File: src/rtl/snake_direction_ctrl_if.sv
// Button/run inputs and committed-direction outputs of the snake direction controller.
// The master side is whoever drives the buttons; the controller is the slave.
interface snake_direction_ctrl_if;
  logic       run;
  logic       btn_up;
  logic       btn_right;
  logic       btn_down;
  logic       btn_left;
  logic [3:0] direction;
  logic       move_tick;

  modport master (
    output run, btn_up, btn_right, btn_down, btn_left,
    input  direction, move_tick
  );

  modport slave (
    input  run, btn_up, btn_right, btn_down, btn_left,
    output direction, move_tick
  );
endinterface

File: src/rtl/snake_direction_ctrl.sv
// Debounces four push-buttons, arbitrates one direction request per move and
// emits a paced move_tick with the committed direction, refusing 180-degree turns.
module snake_direction_ctrl #(
  parameter int DEBOUNCE_CYCLES = 1_000_000,
  parameter int TICK_CYCLES     = 10_000_000
) (
  input logic                   clk,
  input logic                   rst,
  snake_direction_ctrl_if.slave bus
);
  localparam int CNT_W  = $clog2(DEBOUNCE_CYCLES + 1);
  localparam int TICK_W = $clog2(TICK_CYCLES);

  localparam logic [3:0] DIR_UP    = 4'd0;
  localparam logic [3:0] DIR_RIGHT = 4'd4;
  localparam logic [3:0] DIR_DOWN  = 4'd8;
  localparam logic [3:0] DIR_LEFT  = 4'd2;

  // Bit order doubles as arbitration priority: index 0 wins.
  logic [3:0] btn_raw;
  logic [3:0] press;
  assign btn_raw = {bus.btn_left, bus.btn_down, bus.btn_right, bus.btn_up};

  genvar gi;
  generate
    for (gi = 0; gi < 4; gi++) begin : g_btn
      logic             sync1_reg;
      logic             sync2_reg;
      logic             db_reg;
      logic             db_prev_reg;
      logic [CNT_W-1:0] cnt_reg;

      always_ff @(posedge clk or posedge rst) begin
        if (rst) begin
          sync1_reg   <= 1'b0;
          sync2_reg   <= 1'b0;
          db_reg      <= 1'b0;
          db_prev_reg <= 1'b0;
          cnt_reg     <= '0;
        end else begin
          sync1_reg   <= btn_raw[gi];
          sync2_reg   <= sync1_reg;
          db_prev_reg <= db_reg;
          if (sync2_reg == db_reg) begin
            cnt_reg <= '0;
          end else if (cnt_reg == CNT_W'(DEBOUNCE_CYCLES - 1)) begin
            db_reg  <= sync2_reg;
            cnt_reg <= '0;
          end else begin
            cnt_reg <= cnt_reg + CNT_W'(1);
          end
        end
      end

      assign press[gi] = db_reg & ~db_prev_reg;
    end
  endgenerate

  function automatic logic is_reverse(input logic [3:0] a, input logic [3:0] b);
    return ((a == DIR_UP)    && (b == DIR_DOWN))  ||
           ((a == DIR_DOWN)  && (b == DIR_UP))    ||
           ((a == DIR_LEFT)  && (b == DIR_RIGHT)) ||
           ((a == DIR_RIGHT) && (b == DIR_LEFT));
  endfunction

  logic [3:0]        direction_reg;
  logic [3:0]        pending_reg;
  logic              move_tick_reg;
  logic [TICK_W-1:0] tick_cnt_reg;

  logic       win_valid;
  logic [3:0] win_dir;
  logic       accept;
  logic       wrap;

  always_comb begin
    win_valid = 1'b1;
    win_dir   = DIR_RIGHT;
    if (press[0])      win_dir = DIR_UP;
    else if (press[1]) win_dir = DIR_RIGHT;
    else if (press[2]) win_dir = DIR_DOWN;
    else if (press[3]) win_dir = DIR_LEFT;
    else               win_valid = 1'b0;
  end

  // Reversal is judged against the committed direction so two quick turns cannot fold back.
  assign accept = win_valid && !is_reverse(win_dir, direction_reg);
  assign wrap   = bus.run && (tick_cnt_reg == TICK_W'(TICK_CYCLES - 1));

  always_ff @(posedge clk or posedge rst) begin
    if (rst) begin
      direction_reg <= DIR_RIGHT;
      pending_reg   <= DIR_RIGHT;
      move_tick_reg <= 1'b0;
      tick_cnt_reg  <= '0;
    end else begin
      move_tick_reg <= wrap;
      if (wrap) direction_reg <= pending_reg;
      if (accept) pending_reg <= win_dir;
      if (bus.run) tick_cnt_reg <= wrap ? '0 : tick_cnt_reg + TICK_W'(1);
    end
  end

  assign bus.direction = direction_reg;
  assign bus.move_tick = move_tick_reg;
endmodule
File: src/flat_wrapper.sv
// flat-port wrapper written by rule: the top's interface ports become plain ports
module snake_direction_ctrl_flat 
#(
  parameter int DEBOUNCE_CYCLES = 1_000_000,
  parameter int TICK_CYCLES     = 10_000_000
)
  (clk, rst, bus_run, bus_btn_up, bus_btn_right, bus_btn_down, bus_btn_left, bus_direction, bus_move_tick);
  snake_direction_ctrl_if bus_i ();
  input logic clk;
  input logic rst;
  input wire logic [$bits(bus_i.run)-1:0] bus_run;
  input wire logic [$bits(bus_i.btn_up)-1:0] bus_btn_up;
  input wire logic [$bits(bus_i.btn_right)-1:0] bus_btn_right;
  input wire logic [$bits(bus_i.btn_down)-1:0] bus_btn_down;
  input wire logic [$bits(bus_i.btn_left)-1:0] bus_btn_left;
  output wire logic [$bits(bus_i.direction)-1:0] bus_direction;
  output wire logic [$bits(bus_i.move_tick)-1:0] bus_move_tick;
  assign bus_i.run = bus_run;
  assign bus_i.btn_up = bus_btn_up;
  assign bus_i.btn_right = bus_btn_right;
  assign bus_i.btn_down = bus_btn_down;
  assign bus_i.btn_left = bus_btn_left;
  assign bus_direction = bus_i.direction;
  assign bus_move_tick = bus_i.move_tick;
  snake_direction_ctrl #(.DEBOUNCE_CYCLES(DEBOUNCE_CYCLES), .TICK_CYCLES(TICK_CYCLES)) u_core (.clk(clk), .rst(rst), .bus(bus_i));
endmodule
File: config.mk
export PLATFORM = sky130hd
export DESIGN_NAME = snake_direction_ctrl_flat
export DESIGN_NICKNAME = d
export VERILOG_FILES = /design/src/rtl/snake_direction_ctrl_if.sv /design/src/rtl/snake_direction_ctrl.sv /design/src/flat_wrapper.sv
export SDC_FILE = /design/constraint.sdc
export NUM_CORES = 1
export LEC_CHECK = 0
export ABC_AREA = 0
export CORE_AREA = 2 2 133 135
export DETAILED_ROUTE_END_ITERATION = 8
export DIE_AREA = 0 0 135 137
export PLACE_DENSITY_LB_ADDON = 0.2
export SETUP_SLACK_MARGIN = 0.4
export SYNTH_ARGS = -nofsm -noshare
export SYNTH_HDL_FRONTEND = slang
export SYNTH_SLANG_ARGS = --single-unit
File: constraint.sdc
create_clock -name clk -period 8 [get_ports clk]
set_input_delay 2 -clock clk [delete_from_list [all_inputs] [get_ports clk]]
set_output_delay 2 -clock clk [all_outputs]
set_load 0.03 [all_outputs]
==> flow_metrics.tcl <==
set metrics [dict create \
    status "finished clean" \
    worst-setup-path-type "reg2out" \
    grt.overflow.total 0 \
    layout_min_cycle_time_ns 3.68 \
    finalHoldViolCount 0 \
    drtAntennaViolNets 0 \
    rows 48 \
    cp-start-kind "flip-flop" \
    syn-num-nets 588 \
    synth_compound_area_share_pct 2.09 \
    final-setup-viol-count 0 \
    numClockSinks 127 \
    synth_top_family_by_area "simple AND/OR/NAND/NOR gates" \
    synth_top_cell_area_share_pct 53.2 \
    worstHoldPathType "reg2reg" \
    dp.cells 801 \
    r2r-start "u_core.g_btn[2].cnt_reg[10]$_DFF_PP0_" \
    largest_reg_flops 80 \
    synth-seq-cells 127 \
    antenna_found_initial 0 \
    grt_pass1_vias 4036 \
    fillers 1694 \
    post-route-drc-count 0 \
    irDropWorstVdd_uv 151 \
    yosys-mux-area-fraction_pct 1.32 \
    gp_congestion 0.773 \
    synthAdderAreaFrac_pct 1.06 \
    cts_resized 0 \
    hold_buffers 0 \
    synth_edf_count 0 \
    yosys.area_share.simple_pct 25.4 \
    multi_input_area_mm2 0.00260 \
    ys_warn_count 0 \
    wl_per_cell_um 13.0 \
    clock.fmax_ghz 0.272 \
    worstPathMaxFanout 5 \
    antenna_cells_inserted 0 \
    drt_iter0_markers 215 \
    timing.slew.headroom_pct 40.1 \
    initial_core_util_pct 34.5 \
    critical_path_required_ns 6.00 \
    place_area_mm2 0.00621 \
    cts_tree "done" \
    layout_common_cells "dfrtp_1 (125), nor2_1 (116), xor2_1 (50)" \
    io_pins 12 \
    clockBufferDepth 2 \
    drt_wl_total_mm 10.8 \
    port_buffers 10 \
    cap_violations 0 \
    ys_types 41 \
    finalCritPeriodShare_pct 45.9 \
    finalSetupTns_ns 0 \
    hp-start "u_core.g_btn[1].sync1_reg$_DFF_PP0_" \
    fp.dieW_um 135 \
    die_h_um 137 \
    critPathCaptureType "output pin" \
    crit_buf_inv 1 \
    dp_hpwl_mm 7.27 \
    clock_latency_ns 0.41 \
    power_density_mw_per_mm2 231 \
    synth.area.top_cells "dfrtp_1 (53%), xor2_1 (7.4%), nor2_1 (7.4%)" \
    clock_skew_ns 0.00743 \
    cp_top_family "buffers and inverters" \
    cts_root_buffer "clkbuf_16" \
    critPathLaunch "u_core.bus.direction[2]$_DFFE_PP1N_" \
    grtUsageTotal_pct 12.8 \
    ys_seq_area_share_pct 54.1 \
    synth_area_mm2 0.00588 \
    path_clk_slew_ns 0.05 \
    cts_buffers 17 \
    cts-htree-levels 4 \
    layout_commonest_cell "dfrtp_1" \
    grt_max_degree 74 \
    synth_xor_area_share_pct 14.3 \
    fin_total_pwr_mw 1.59 \
    via_per_inst 4.83 \
    rsz0062_at_grt "false" \
    async_flop_share_pct 100 \
    syn_avg_cell_area_um2 10.2 \
    seqCellArea_mm2 0.00318 \
    worstPathCellList "clkdlybuf4s50_1" \
    detail_route.first_pass.iterations 5 \
    drive_gt1_share_pct 8.22 \
    final_nets 607 \
    finalNonFillerCells 833 \
    p_leak_nw 2.90 \
    coreArea_mm2 0.0171 \
    grt_pass1_wl_mm 19.0 \
    dieArea_mm2 0.0185 \
    cpPeakStageDelay_ns 0.68 \
    synth_cells 576 \
    post-route-util_pct 40.3 \
    slowest_stage "clkdlybuf4s50_1" \
    tightest_slew_ns 0.898 \
    synth_top_cell_by_area "dfrtp_1" \
    num_vias 4022 \
    fin_area_mm2 0.00687 \
    crit_arrival_ns 1.68 \
    drv_slew 0 \
    ys.flop_type "dfrtp_1" \
    syn_to_final_growth_pct 16.8 \
    cts_setup_buffers 0 \
]
cells by family after synthesis:
family	after synthesis
and+or+nand+nor	299
other	1
DFF	127
muxes	7
adders and majority gates	5
AOI/OAI and AO/OA	19
xor gates and xnor gates	96
buffers and inverters	22
cells in the mapped netlist, types with 2 or more instances:
cell type	instances
or3_1	2
nand4_1	27
xnor2_1	46
and3_1	13
and4_1	6
nor4bb_1	4
nor4b_1	5
nand2_1	37
nor2_1	116
nand3_1	41
a211oi_1	2
nor3_1	17
buf_2	8
inv_1	11
nor2_2	2
o21ai_0	10
dfrtp_1	125
xor2_1	50
nor2b_1	2
mux2_2	6
ha_1	5
or2_2	3
nand2b_1	5
buf_4	2
nor3b_1	2
dfstp_2	2
nor4_1	12
or3_4	2
where the power goes:
part           total [mW]  switching (mW)  internal (mW)
Clock               0.848           0.273          0.575
Sequential          0.687          0.0247          0.662
Combinational      0.0548          0.0343         0.0205
Total                1.59           0.332           1.26
metal layers:
layer,track usage [%],routed length (um),vias up
met2,20.4,4990,47
li1,-,-,2011
met1,16.8,5380,1953
met4,4.17,124,0
met5,0,0,-
met3,3.70,323,11
final cells by class:
| type | instances | share of cell area (%) |
|---|---|---|
| Sequential cell | 127 | 46.3 |
| Multi-Input combinational cell | 427 | 37.8 |
| Clock buffer | 21 | 6.85 |
| Tap cell | 225 | 4.10 |
| Clock inverter | 11 | 2.70 |
| Timing Repair Buffer | 11 | 1.57 |
| Inverter | 11 | 0.638 |
worst paths after layout:
path | depth (start not counted) | slack, ns | to
worst max-delay path | 1 | 4.32 | bus_direction[2]
worst min-delay path | 0 | 0.35 | u_core.g_btn[1].sync2_reg$_DFF_PP0_
worst max register to register | 5 | 5.72 | u_core.g_btn[2].cnt_reg[15]$_DFF_PP0_
worst min register to register | 0 | 0.35 | u_core.g_btn[1].sync2_reg$_DFF_PP0_
max in group asynchronous | 3 | 4.58 | u_core.g_btn[0].cnt_reg[4]$_DFF_PP0_
min in group asynchronous | 2 | 2.07 | u_core.g_btn[0].cnt_reg[17]$_DFF_PP0_
stage by stage:
step | setup slack [ns] | hold slack [ns]
2_1_floorplan | 2.62 | 0.331
3_3_place_gp | 3.97 | 0.338
3_5_place_dp | 3.92 | 0.336
4_1_cts | 4.30 | 0.349
5_1_grt | 4.23 | 0.369
6_report | 4.32 | 0.347
(Power assumes the default switching activity.)
==> edit, RTL diff (same flow settings) <==
Reset style: synchronous (`rst`), changed in 2 clocked blocks.
--- a/src/rtl/snake_direction_ctrl.sv
+++ b/src/rtl/snake_direction_ctrl.sv
@@ -31,5 +31,5 @@
       logic [CNT_W-1:0] cnt_reg;
 
-      always_ff @(posedge clk or posedge rst) begin
+      always_ff @(posedge clk) begin
         if (rst) begin
           sync1_reg   <= 1'b0;
@@ -88,5 +88,5 @@
   assign wrap   = bus.run && (tick_cnt_reg == TICK_W'(TICK_CYCLES - 1));
 
-  always_ff @(posedge clk or posedge rst) begin
+  always_ff @(posedge clk) begin
     if (rst) begin
       direction_reg <= DIR_RIGHT;
Function: no difference found for any inputs over 10 cycles, from zero or initial values and one cycle with rst high; that may be too few to reach the edited logic, so the function may still have changed.
==> edit against the original RTL <==
- wire length down 6.9%
- sequential cell count unchanged
- critical endpoint is now u_core.tick_cnt_reg[13]
- synthesized cell count up 6.1%
- design area down 7.4%
- non-clock buffer count unchanged
- area after synthesis down 7.4%
- critical path depth up 5
- hold slack better by 0.094 ns
- global-route usage down 0.81 points
- worst setup slack worse by 0.28 ns
Power is not compared: it rests on default switching activity, and its combinational part moved more than twofold at a synthesized area within 25%.
==> edit: results (changes against the original RTL) <==
metric	value	unit	change
status	completed		unchanged
average vias per placed instance	4.67		was 4.83
worst endpoint data arrival time	4.23	ns	was 1.68 ns
Slew Limit Headroom	23.5	%	was 40.1%
largest net degree at the start of global routing	35		was 74
cts repair resizes	0		unchanged
Worst R2R Start	u_core.tick_cnt_reg[0]		was u_core.g_btn[2].cnt_reg[10]
nets	639		was 607
vias in the first global route	3892		was 4,036
Register-to-Register Setup Slack	5.66	ns	was 5.72 ns
worst hold slack	0.441	ns	was 0.347 ns
Worst R2R Path Depth	6		was 5
Syn. warnings	0		unchanged
gr usage total	12.0	%	was 12.8%
Mapped Cells	611		was 576
H-Tree Depth	4		unchanged
layout cells sized above 1	8.44	%	was 8.22%
RR Endpoint	u_core.tick_cnt_reg[13]		was u_core.g_btn[2].cnt_reg[15]
dpl cells	833		was 801
Worst Hold Depth	1		was 0
first-pass GRT wire length	17.7	mm	was 19.0 mm
final WL	10.1	mm	was 10.8 mm
WHS Endpoint	u_core.g_btn[0].sync2_reg		was u_core.g_btn[1].sync2_reg
Hold Startpoint	u_core.g_btn[0].sync1_reg		was u_core.g_btn[1].sync1_reg
router iterations before antenna repair	4		was 5
Synth area leaders	dfxtp_1 47%, xor2_1 10%, nor2_1 8.6%		was dfrtp_1 53%, xor2_1 7.4%, nor2_1 7.4%
synthesized net count	623		was 588
fillers	1739		was 1,694
commonest cells in the netlist	127 x dfxtp_1, 125 x nor2_1, 62 x xor2_1, 46 x nand3_1, 40 x nand2_1		was 125 x dfrtp_1, 116 x nor2_1, 50 x xor2_1, 46 x xnor2_1, 41 x nand3_1
via count	4036		was 4,022
Placed Area	5750	um2	was 6210 um2
CTS Buf Count	17		unchanged
initial detailed-routing violation count	121		was 215
sequential element share of the synthesized area	46.7	%	was 54.1%
post-layout util	37.3	%	was 40.3%
Fin Clk Skew	0.00954	ns	was 0.00743 ns
edit: kinds of logic (layout without fill, tap and decap cells):
family	Yosys count	count (layout)	synth area share, %
AND/OR/NAND/NOR	340	340	31.7
flip-flops	127	127	46.7
multiplexers	7	7	1.31
AO/OA/AOI/OAI	9	9	1.10
XOR/XNOR	97	97	15.6
buffers and inverters	25	54	2.32
adder cells (fa/ha/maj)	5	5	1.15
other	1	1	0.0689
edit: critical path: stages:
cell and delay (ns):
clkdlybuf4s50_1 0.59, nand3_1 0.12, nor2_2 0.41, nand4_2 0.32
nand2b_1 0.67, nor2_1 0.12
edit: worst max-delay path by stage:
stage	to	slack [ns]	depth (start not counted)	from
final	u_core.tick_cnt_reg[13]	4.04	6	bus_run
after global routing	u_core.tick_cnt_reg[21]	3.86	6	bus_run
after CTS	u_core.tick_cnt_reg[7]	4.07	6	bus_run
after detailed placement	u_core.tick_cnt_reg[16]	3.63	6	bus_run
after global placement	u_core.tick_cnt_reg[17]	3.71	6	bus_run
after floorplan	u_core.tick_cnt_reg[10]	4.91	6	bus_run
edit: metal layers:
layer | up-vias | GRT usage, % | wire length, um
li1 | 2087 | - | -
met1 | 1897 | 14.6 | 5020
met2 | 38 | 19.3 | 4570
met3 | 14 | 3.96 | 306
met4 | 0 | 5.15 | 172
met5 | - | 0 | 0
edit: final cells by class:
type,count,area share (%)
clock buffer,21,7.08
clock inverter,11,2.58
inverter,11,0.649
multi-input combinational,459,43.6
sequential,127,40.0
tap,225,4.42
timing repair buffer,11,1.69
